`config.mk`:
```
export PLATFORM = sky130hd
export DESIGN_NAME = branch_resolve_pipe_flat
export DESIGN_NICKNAME = d
export VERILOG_FILES = /design/src/rtl/branch_resolve_if.sv /design/src/rtl/branch_resolve_pipe.sv /design/src/flat_wrapper.sv
export SDC_FILE = /design/constraint.sdc
export NUM_CORES = 1
export LEC_CHECK = 0
export CAP_MARGIN = 25
export CORE_MARGIN = 3
export CORE_UTILIZATION = 30
export DETAILED_ROUTE_END_ITERATION = 10
export PLACE_DENSITY_LB_ADDON = 0.3
export SLEW_MARGIN = 40
export SYNTH_ARGS = -nofsm -noshare
export SYNTH_HDL_FRONTEND = slang
export SYNTH_SLANG_ARGS = --single-unit
```
`constraint.sdc`:
```
create_clock -name clk -period 2.5 [get_ports clk]
set_input_delay 0.5 -clock clk [delete_from_list [all_inputs] [get_ports clk]]
set_output_delay 0.5 -clock clk [all_outputs]
set_load 0.01 [all_outputs]
```
`src/rtl/branch_resolve_if.sv`:
```
// E-to-M branch resolution bus: E-stage compare inputs, M-stage redirect/flush
// outputs and retired-branch statistics.
interface branch_resolve_if #(
    parameter int CNT_W = 32
);
    logic             BranchE;
    logic             BranchNeE;
    logic [31:0]      SrcAE;
    logic [31:0]      SrcBE;
    logic [31:0]      PCBranchE;
    logic             StallM;
    logic             PCSrcM;
    logic [31:0]      PCBranchM;
    logic             FlushD;
    logic             FlushE;
    logic             FlushM;
    logic [CNT_W-1:0] BranchCnt;
    logic [CNT_W-1:0] TakenCnt;

    modport master (
        output BranchE, BranchNeE, SrcAE, SrcBE, PCBranchE, StallM,
        input  PCSrcM, PCBranchM, FlushD, FlushE, FlushM, BranchCnt, TakenCnt
    );

    modport slave (
        input  BranchE, BranchNeE, SrcAE, SrcBE, PCBranchE, StallM,
        output PCSrcM, PCBranchM, FlushD, FlushE, FlushM, BranchCnt, TakenCnt
    );
endinterface

```
`src/rtl/branch_resolve_pipe.sv`:
```
// Resolves beq/bne in E, registers the outcome into M, and redirects fetch and
// flushes the younger stages when a taken branch leaves M; keeps saturating stats.
module branch_resolve_pipe #(
    parameter int CNT_W      = 32,
    parameter int ENABLE_BNE = 1
) (
    input logic              clk,
    input logic              rst_n,
    branch_resolve_if.slave  bus
);
    localparam logic             BNE_ON  = (ENABLE_BNE != 0);
    localparam logic [CNT_W-1:0] CNT_MAX = '1;

    logic             eq_e;
    logic             bne_e;
    logic             is_br_e;
    logic             taken_e;
    logic             is_br_m;
    logic             taken_m;
    logic             pc_src_m;
    logic [31:0]      pc_branch_m;
    logic [CNT_W-1:0] branch_cnt;
    logic [CNT_W-1:0] taken_cnt;

    assign eq_e    = (bus.SrcAE == bus.SrcBE);
    assign bne_e   = bus.BranchNeE & BNE_ON;
    assign is_br_e = bus.BranchE | bne_e;
    assign taken_e = (bus.BranchE & eq_e) | (bne_e & ~eq_e);

    // A stalled taken branch waits in M and redirects on its first free cycle.
    assign pc_src_m = taken_m & ~bus.StallM;

    always_ff @(posedge clk or negedge rst_n) begin
        if (!rst_n) begin
            is_br_m     <= 1'b0;
            taken_m     <= 1'b0;
            pc_branch_m <= 32'h0000_0000;
        end else if (!bus.StallM) begin
            if (pc_src_m) begin
                // Instruction in E is on the wrong path; target is kept for visibility.
                is_br_m <= 1'b0;
                taken_m <= 1'b0;
            end else begin
                is_br_m     <= is_br_e;
                taken_m     <= taken_e;
                pc_branch_m <= bus.PCBranchE;
            end
        end
    end

    always_ff @(posedge clk or negedge rst_n) begin
        if (!rst_n) begin
            branch_cnt <= '0;
            taken_cnt  <= '0;
        end else begin
            if (is_br_m && !bus.StallM && branch_cnt != CNT_MAX)
                branch_cnt <= branch_cnt + 1'b1;
            if (pc_src_m && taken_cnt != CNT_MAX)
                taken_cnt <= taken_cnt + 1'b1;
        end
    end

    assign bus.PCSrcM    = pc_src_m;
    assign bus.PCBranchM = pc_branch_m;
    assign bus.FlushD    = pc_src_m;
    assign bus.FlushE    = pc_src_m;
    assign bus.FlushM    = pc_src_m;
    assign bus.BranchCnt = branch_cnt;
    assign bus.TakenCnt  = taken_cnt;
endmodule

```
`src/flat_wrapper.sv`:
```
// flat-port wrapper written by rule: the top's interface ports become plain ports
module branch_resolve_pipe_flat 
#(
    parameter int CNT_W      = 32,
    parameter int ENABLE_BNE = 1
)
  (clk, rst_n, bus_BranchE, bus_BranchNeE, bus_SrcAE, bus_SrcBE, bus_PCBranchE, bus_StallM, bus_PCSrcM, bus_PCBranchM, bus_FlushD, bus_FlushE, bus_FlushM, bus_BranchCnt, bus_TakenCnt);
  branch_resolve_if #(.CNT_W(CNT_W)) bus_i ();
  input logic clk;
  input logic rst_n;
  input wire logic [$bits(bus_i.BranchE)-1:0] bus_BranchE;
  input wire logic [$bits(bus_i.BranchNeE)-1:0] bus_BranchNeE;
  input wire logic [$bits(bus_i.SrcAE)-1:0] bus_SrcAE;
  input wire logic [$bits(bus_i.SrcBE)-1:0] bus_SrcBE;
  input wire logic [$bits(bus_i.PCBranchE)-1:0] bus_PCBranchE;
  input wire logic [$bits(bus_i.StallM)-1:0] bus_StallM;
  output wire logic [$bits(bus_i.PCSrcM)-1:0] bus_PCSrcM;
  output wire logic [$bits(bus_i.PCBranchM)-1:0] bus_PCBranchM;
  output wire logic [$bits(bus_i.FlushD)-1:0] bus_FlushD;
  output wire logic [$bits(bus_i.FlushE)-1:0] bus_FlushE;
  output wire logic [$bits(bus_i.FlushM)-1:0] bus_FlushM;
  output wire logic [$bits(bus_i.BranchCnt)-1:0] bus_BranchCnt;
  output wire logic [$bits(bus_i.TakenCnt)-1:0] bus_TakenCnt;
  assign bus_i.BranchE = bus_BranchE;
  assign bus_i.BranchNeE = bus_BranchNeE;
  assign bus_i.SrcAE = bus_SrcAE;
  assign bus_i.SrcBE = bus_SrcBE;
  assign bus_i.PCBranchE = bus_PCBranchE;
  assign bus_i.StallM = bus_StallM;
  assign bus_PCSrcM = bus_i.PCSrcM;
  assign bus_PCBranchM = bus_i.PCBranchM;
  assign bus_FlushD = bus_i.FlushD;
  assign bus_FlushE = bus_i.FlushE;
  assign bus_FlushM = bus_i.FlushM;
  assign bus_BranchCnt = bus_i.BranchCnt;
  assign bus_TakenCnt = bus_i.TakenCnt;
  branch_resolve_pipe #(.CNT_W(CNT_W), .ENABLE_BNE(ENABLE_BNE)) u_core (.clk(clk), .rst_n(rst_n), .bus(bus_i));
endmodule
```
# Yosys cells after proc, flatten, opt, wreduce, memory -nomap -nowiden
# Index checks and enable logic that the tools add are counted.
dict set report op_classes {
  n_addsub 2
  eq_ne 3
  n_mux 2
  bitwise 8
  reduce_logical 5
}
# op count
set ops {}
lappend ops {{32-bit by 1-bit adder with 32-bit output, second input constant} 2}
lappend ops {{32-bit != test, second input constant} 2}
lappend ops {{32-bit equality test} 1}
lappend ops {{1-bit AND} 3}
lappend ops {{1-bit logical AND} 3}
lappend ops {{1-bit inverter} 3}
lappend ops {{1-bit two-way mux} 2}
lappend ops {{1-bit bitwise OR} 2}
lappend ops {{2-bit AND reduction} 1}
lappend ops {{1-bit logical NOT} 1}
dict set report word_totals {
  register_bits 98
  input_bits 101
  out_inout_bits 100
  wordCells 25
}

# Depth between registers and ports, before layout
dict set report depth {
  depth_word 5
  depth_mapped 8
}

# Least setup slack after synthesis
# OpenSTA, ideal clock, no wires.
dict set report synth_path {
  kind {register -> register}
  from {register u_core.branch_cnt[8] (netlist: u_core.bus.BranchCnt[8])}
  to {register u_core.branch_cnt[19] (netlist: u_core.bus.BranchCnt[19])}
  arrival_time_ns 2.074
  required_ns 2.372
  slack_ns 0.298
  stages_incl_launch_ff 8
  path_buffers 2
  period_less_slack_ns 2.202
  path_cell_list {dfrtp_1 > nand4_1 > or4_1 > buf_2 > or3_1 > buf_6 > and3_1 > xor2_1}
}
dict set report synth_between {
  elab_chain_cells 2
}
# element line
set synth_lines {}
lappend synth_lines {{from (decl)} branch_resolve_pipe.sv:22} ;# logic [CNT_W-1:0] branch_cnt;
lappend synth_lines {{from (signal assigned)} branch_resolve_pipe.sv:57} ;# branch_cnt <= branch_cnt + 1'b1;
lappend synth_lines {{branches (longest 2 deep; another with 32-bit by 1-bit adder with 32-bit output)} -}
# Several ways; the timed one is not identified.
# A chain may end at the register's enable or synchronous reset.

# Final worst setup path
dict set report layout_path {
  from {input bus_StallM}
  to {output bus_FlushM}
}
dict set report layout_between {
  elab_chain_cells 2
}
# element line
set layout_lines {}
lappend layout_lines {{from (decl)} flat_wrapper.sv:16} ;# input wire logic [$bits(bus_i.StallM)-1:0] bus_StallM;
lappend layout_lines {{1-bit inverter} branch_resolve_pipe.sv:31} ;# assign pc_src_m = taken_m & ~bus.StallM;
lappend layout_lines {{1-bit AND} branch_resolve_pipe.sv:31}
lappend layout_lines {{to (decl)} flat_wrapper.sv:21} ;# output wire logic [$bits(bus_i.FlushM)-1:0] bus_FlushM;
# Every way passes these cells.

==> flow_summary.toml <==
[drt]
antenna_left = 0
viasPerCell = 4.61
dr.pass1.iters = 4
vias = 3834
avgRoutedWirePerCell_microns = 14.7
drt_iter0_drc = 188
wl_mm = 12.3
drc_errors = 0

[floorplan]
coreArea_sq_um = 15300
die_w_microns = 131
start_util = 0.307
ios = 201
std_cell_rows = 45
dieArea_sq_um = 17100
die_y_microns = 131

[clock_network]
ctsHtreeMaxLevel = 3
cts_sinks = 98
hold_buffers = 0
clock_tree.buffer_depth = 2
cts_tree = "built"
post-cts-setup-buffer-count = 0
clkLatencyLatePin_ns = 0.34
clock-root-buffer = "clkbuf_16"
clk_pin_slew_ns = 0.07
cts-resized-gates = 0
cts-buffers-inserted = 9

[sta]
worstMarginPinSlew_ns = 0.645
fin_ws_ns = 0.152
hold_violations = 0
relSlewSlack = 0.566
finalCriticalPeriod_ns = 2.35
period_share = 0.939
setup_viol = 0
skew_ns = 0.00558
slew_viol_final = 0
tns_ns = 0
fmaxAchievable_mhz = 426
rsz0062_at_grt = "no"

[power_and_ir_drop]
clock_power_share = 0.307
swShare = 0.267
power_density_nw_per_um2 = 579
power.switching_mw = 1.13
combPwrFrac = 0.241
power.total_mw = 4.24
p_int_mw = 3.11
p_seq_frac = 0.452
p_leak_nw = 2.97
vdd_ir_drop_max_uv = 310

[min_path]
hold_class = "input port to async pin"

[synthesis]
synth_cells = 398
yosysSeqAreaShare = 0.524
synth_area_sq_um = 4680
yosysWarnings = 0
ys_ff_latch = 98
avgSynthCellArea_sq_um = 11.8
ys_types = 39
syn_nets = 501

[critical_path]
crit_type = "input port to output pin"
cp-startpoint = "bus_StallM"
r2r-start = "u_core.bus.BranchCnt[14]$_DFFE_PN0P_"
arrival_ns = 1.85
startpoint_type = "input port"
critical_path_required_ns = 2.00
crit_fanout = 5
end_kind = "output pin"

[grt]
grt_max_degree = 99
grt_pass1_wl_mm = 19.8
antenna_found_initial = 0
grt_pass1_vias = 3943
overflow = 0
gr-usage-all-layers = 0.147

[layout]
drive_above_1_share = 0.116
nets = 719
final_cell_mix = "clkdlybuf4s50_1 (199), dfrtp_1 (98), xnor2_1 (79), mux2_2 (33), nand4_1 (32)"
antenna_cells = 0
areaGrowthSynthToFinish_pct = 56.4
final_common_cell = "clkdlybuf4s50_1"

[placed_design]
port_buffers = 200
dp_hpwl_mm = 9.60
dp_slack_ns = 0.138
place_congestion = 0.762

[run_status]
outcome = "completed"

[run]
drv_cap = 0
[Yosys cell counts]
cell / instances / area share
nand4_1: 32 / 0.043
xor2_1: 14 / 0.026
nor3_1: 5 / 0.0053
or4_1: 2 / 0.0032
a211oi_1: 1 / 0.0016
nor4_4: 1 / 0.0045
ha_1: 2 / 0.0053
xnor2_1: 79 / 0.15
nand2_1: 19 / 0.015
and4_1: 7 / 0.013
dfrtp_1: 98 / 0.52
buf_8: 1 / 0.0032
clkinv_1: 1 / 0.00080
o21ai_1: 1 / 0.0011
and2_1: 5 / 0.0067
a21oi_1: 1 / 0.0011
nor3_2: 1 / 0.0021
or4_2: 1 / 0.0019
or3_1: 3 / 0.0040
nand2b_1: 2 / 0.0027
nand3b_1: 1 / 0.0016
buf_6: 1 / 0.0024
mux2_2: 33 / 0.079
mux2_1: 1 / 0.0024
and3_1: 21 / 0.028
buf_4: 3 / 0.0048
clkbuf_1: 5 / 0.0040
buf_2: 1 / 0.0011
nand4b_1: 1 / 0.0019
nand3_2: 1 / 0.0021
nor2b_1: 1 / 0.0013
nor4_1: 8 / 0.011
nor3b_1: 1 / 0.0016
mux2i_1: 1 / 0.0021
nand3_1: 27 / 0.029
a31oi_1: 2 / 0.0027
inv_1: 3 / 0.0024
nor2_1: 10 / 0.0080
o31ai_1: 1 / 0.0016
[through the flow]
stage | hold WS (ns) | instance area, sq um | utilization | std cells
global route | 0.236 | 7320 | 0.480 | 832
floorplan | 0.204 | 4680 | - | 398
finish | 0.210 | 7320 | 0.480 | 832
detailed placement | 0.481 | 7040 | 0.461 | 816
CTS | 0.226 | 7320 | 0.480 | 832
global placement | 0.476 | 7040 | 0.461 | 816
[power by group through the flow]
stage,Sequential [mW],Clock (mW),Combinational [mW]
6_report,1.92,1.30,1.02
3_3_place_gp,1.94,0,1.02
3_5_place_dp,1.95,0,1.04
2_1_floorplan,2.00,0,0.305
4_1_cts,1.92,1.36,1.04
5_1_grt,1.95,1.42,1.11
[final timing paths]
check	endpoint	slack, ns	cells past startpoint
worst max-delay path	bus_FlushM	0.15	4
worst min-delay path	u_core.bus.PCBranchM[3]$_DFFE_PN0P_	0.21	2
worst max register to register	u_core.bus.BranchCnt[15]$_DFFE_PN0P_	0.27	6
worst min register to register	u_core.bus.TakenCnt[17]$_DFFE_PN0P_	0.49	1
max in group asynchronous	u_core.bus.BranchCnt[7]$_DFFE_PN0P_	1.88	2
min in group clk	u_core.bus.TakenCnt[17]$_DFFE_PN0P_	0.49	1
[cell type report]
type	instances	area, sq um
well taps	211	264
inverters	4	15.0
flip-flops and latches	98	2450
fillers	1406	7940
repair buffers	218	2160
clock inverters	5	37.5
clock buffers	11	243
multi-input cells	285	2150
[cell families after synthesis]
| family | after synthesis | share of synthesized area |
|---|---|---|
| compound gates | 6 | 0.00802 |
| simple gates | 149 | 0.186 |
| xor+xnor | 93 | 0.174 |
| fa+ha+maj | 2 | 0.00535 |
| flops | 98 | 0.524 |
| mux | 35 | 0.0840 |
| buf+inv | 15 | 0.0187 |
[flip-flops by register name (all words and copies together), names as in the netlist]
name and count:
u_core.taken_m 1, u_core.is_br_m 1, u_core.bus.PCBranchM 32, u_core.bus.TakenCnt 32
u_core.bus.BranchCnt 32
[routing by layer]
layer	vias to the layer above	routed length (microns)	global-route usage
li1	1851	-	-
met1	1868	5010	0.174
met2	108	6420	0.262
met3	7	725	0.0476
met4	0	97	0.0272
met5	-	0	0
[critical path: stages]
cell             delay [ns]
clkdlybuf4s50_1        0.48
nand2b_1               0.16
clkinv_1               0.18
clkdlybuf4s50_1        0.52
No activity file was read; power rests on OpenSTA's default activity.
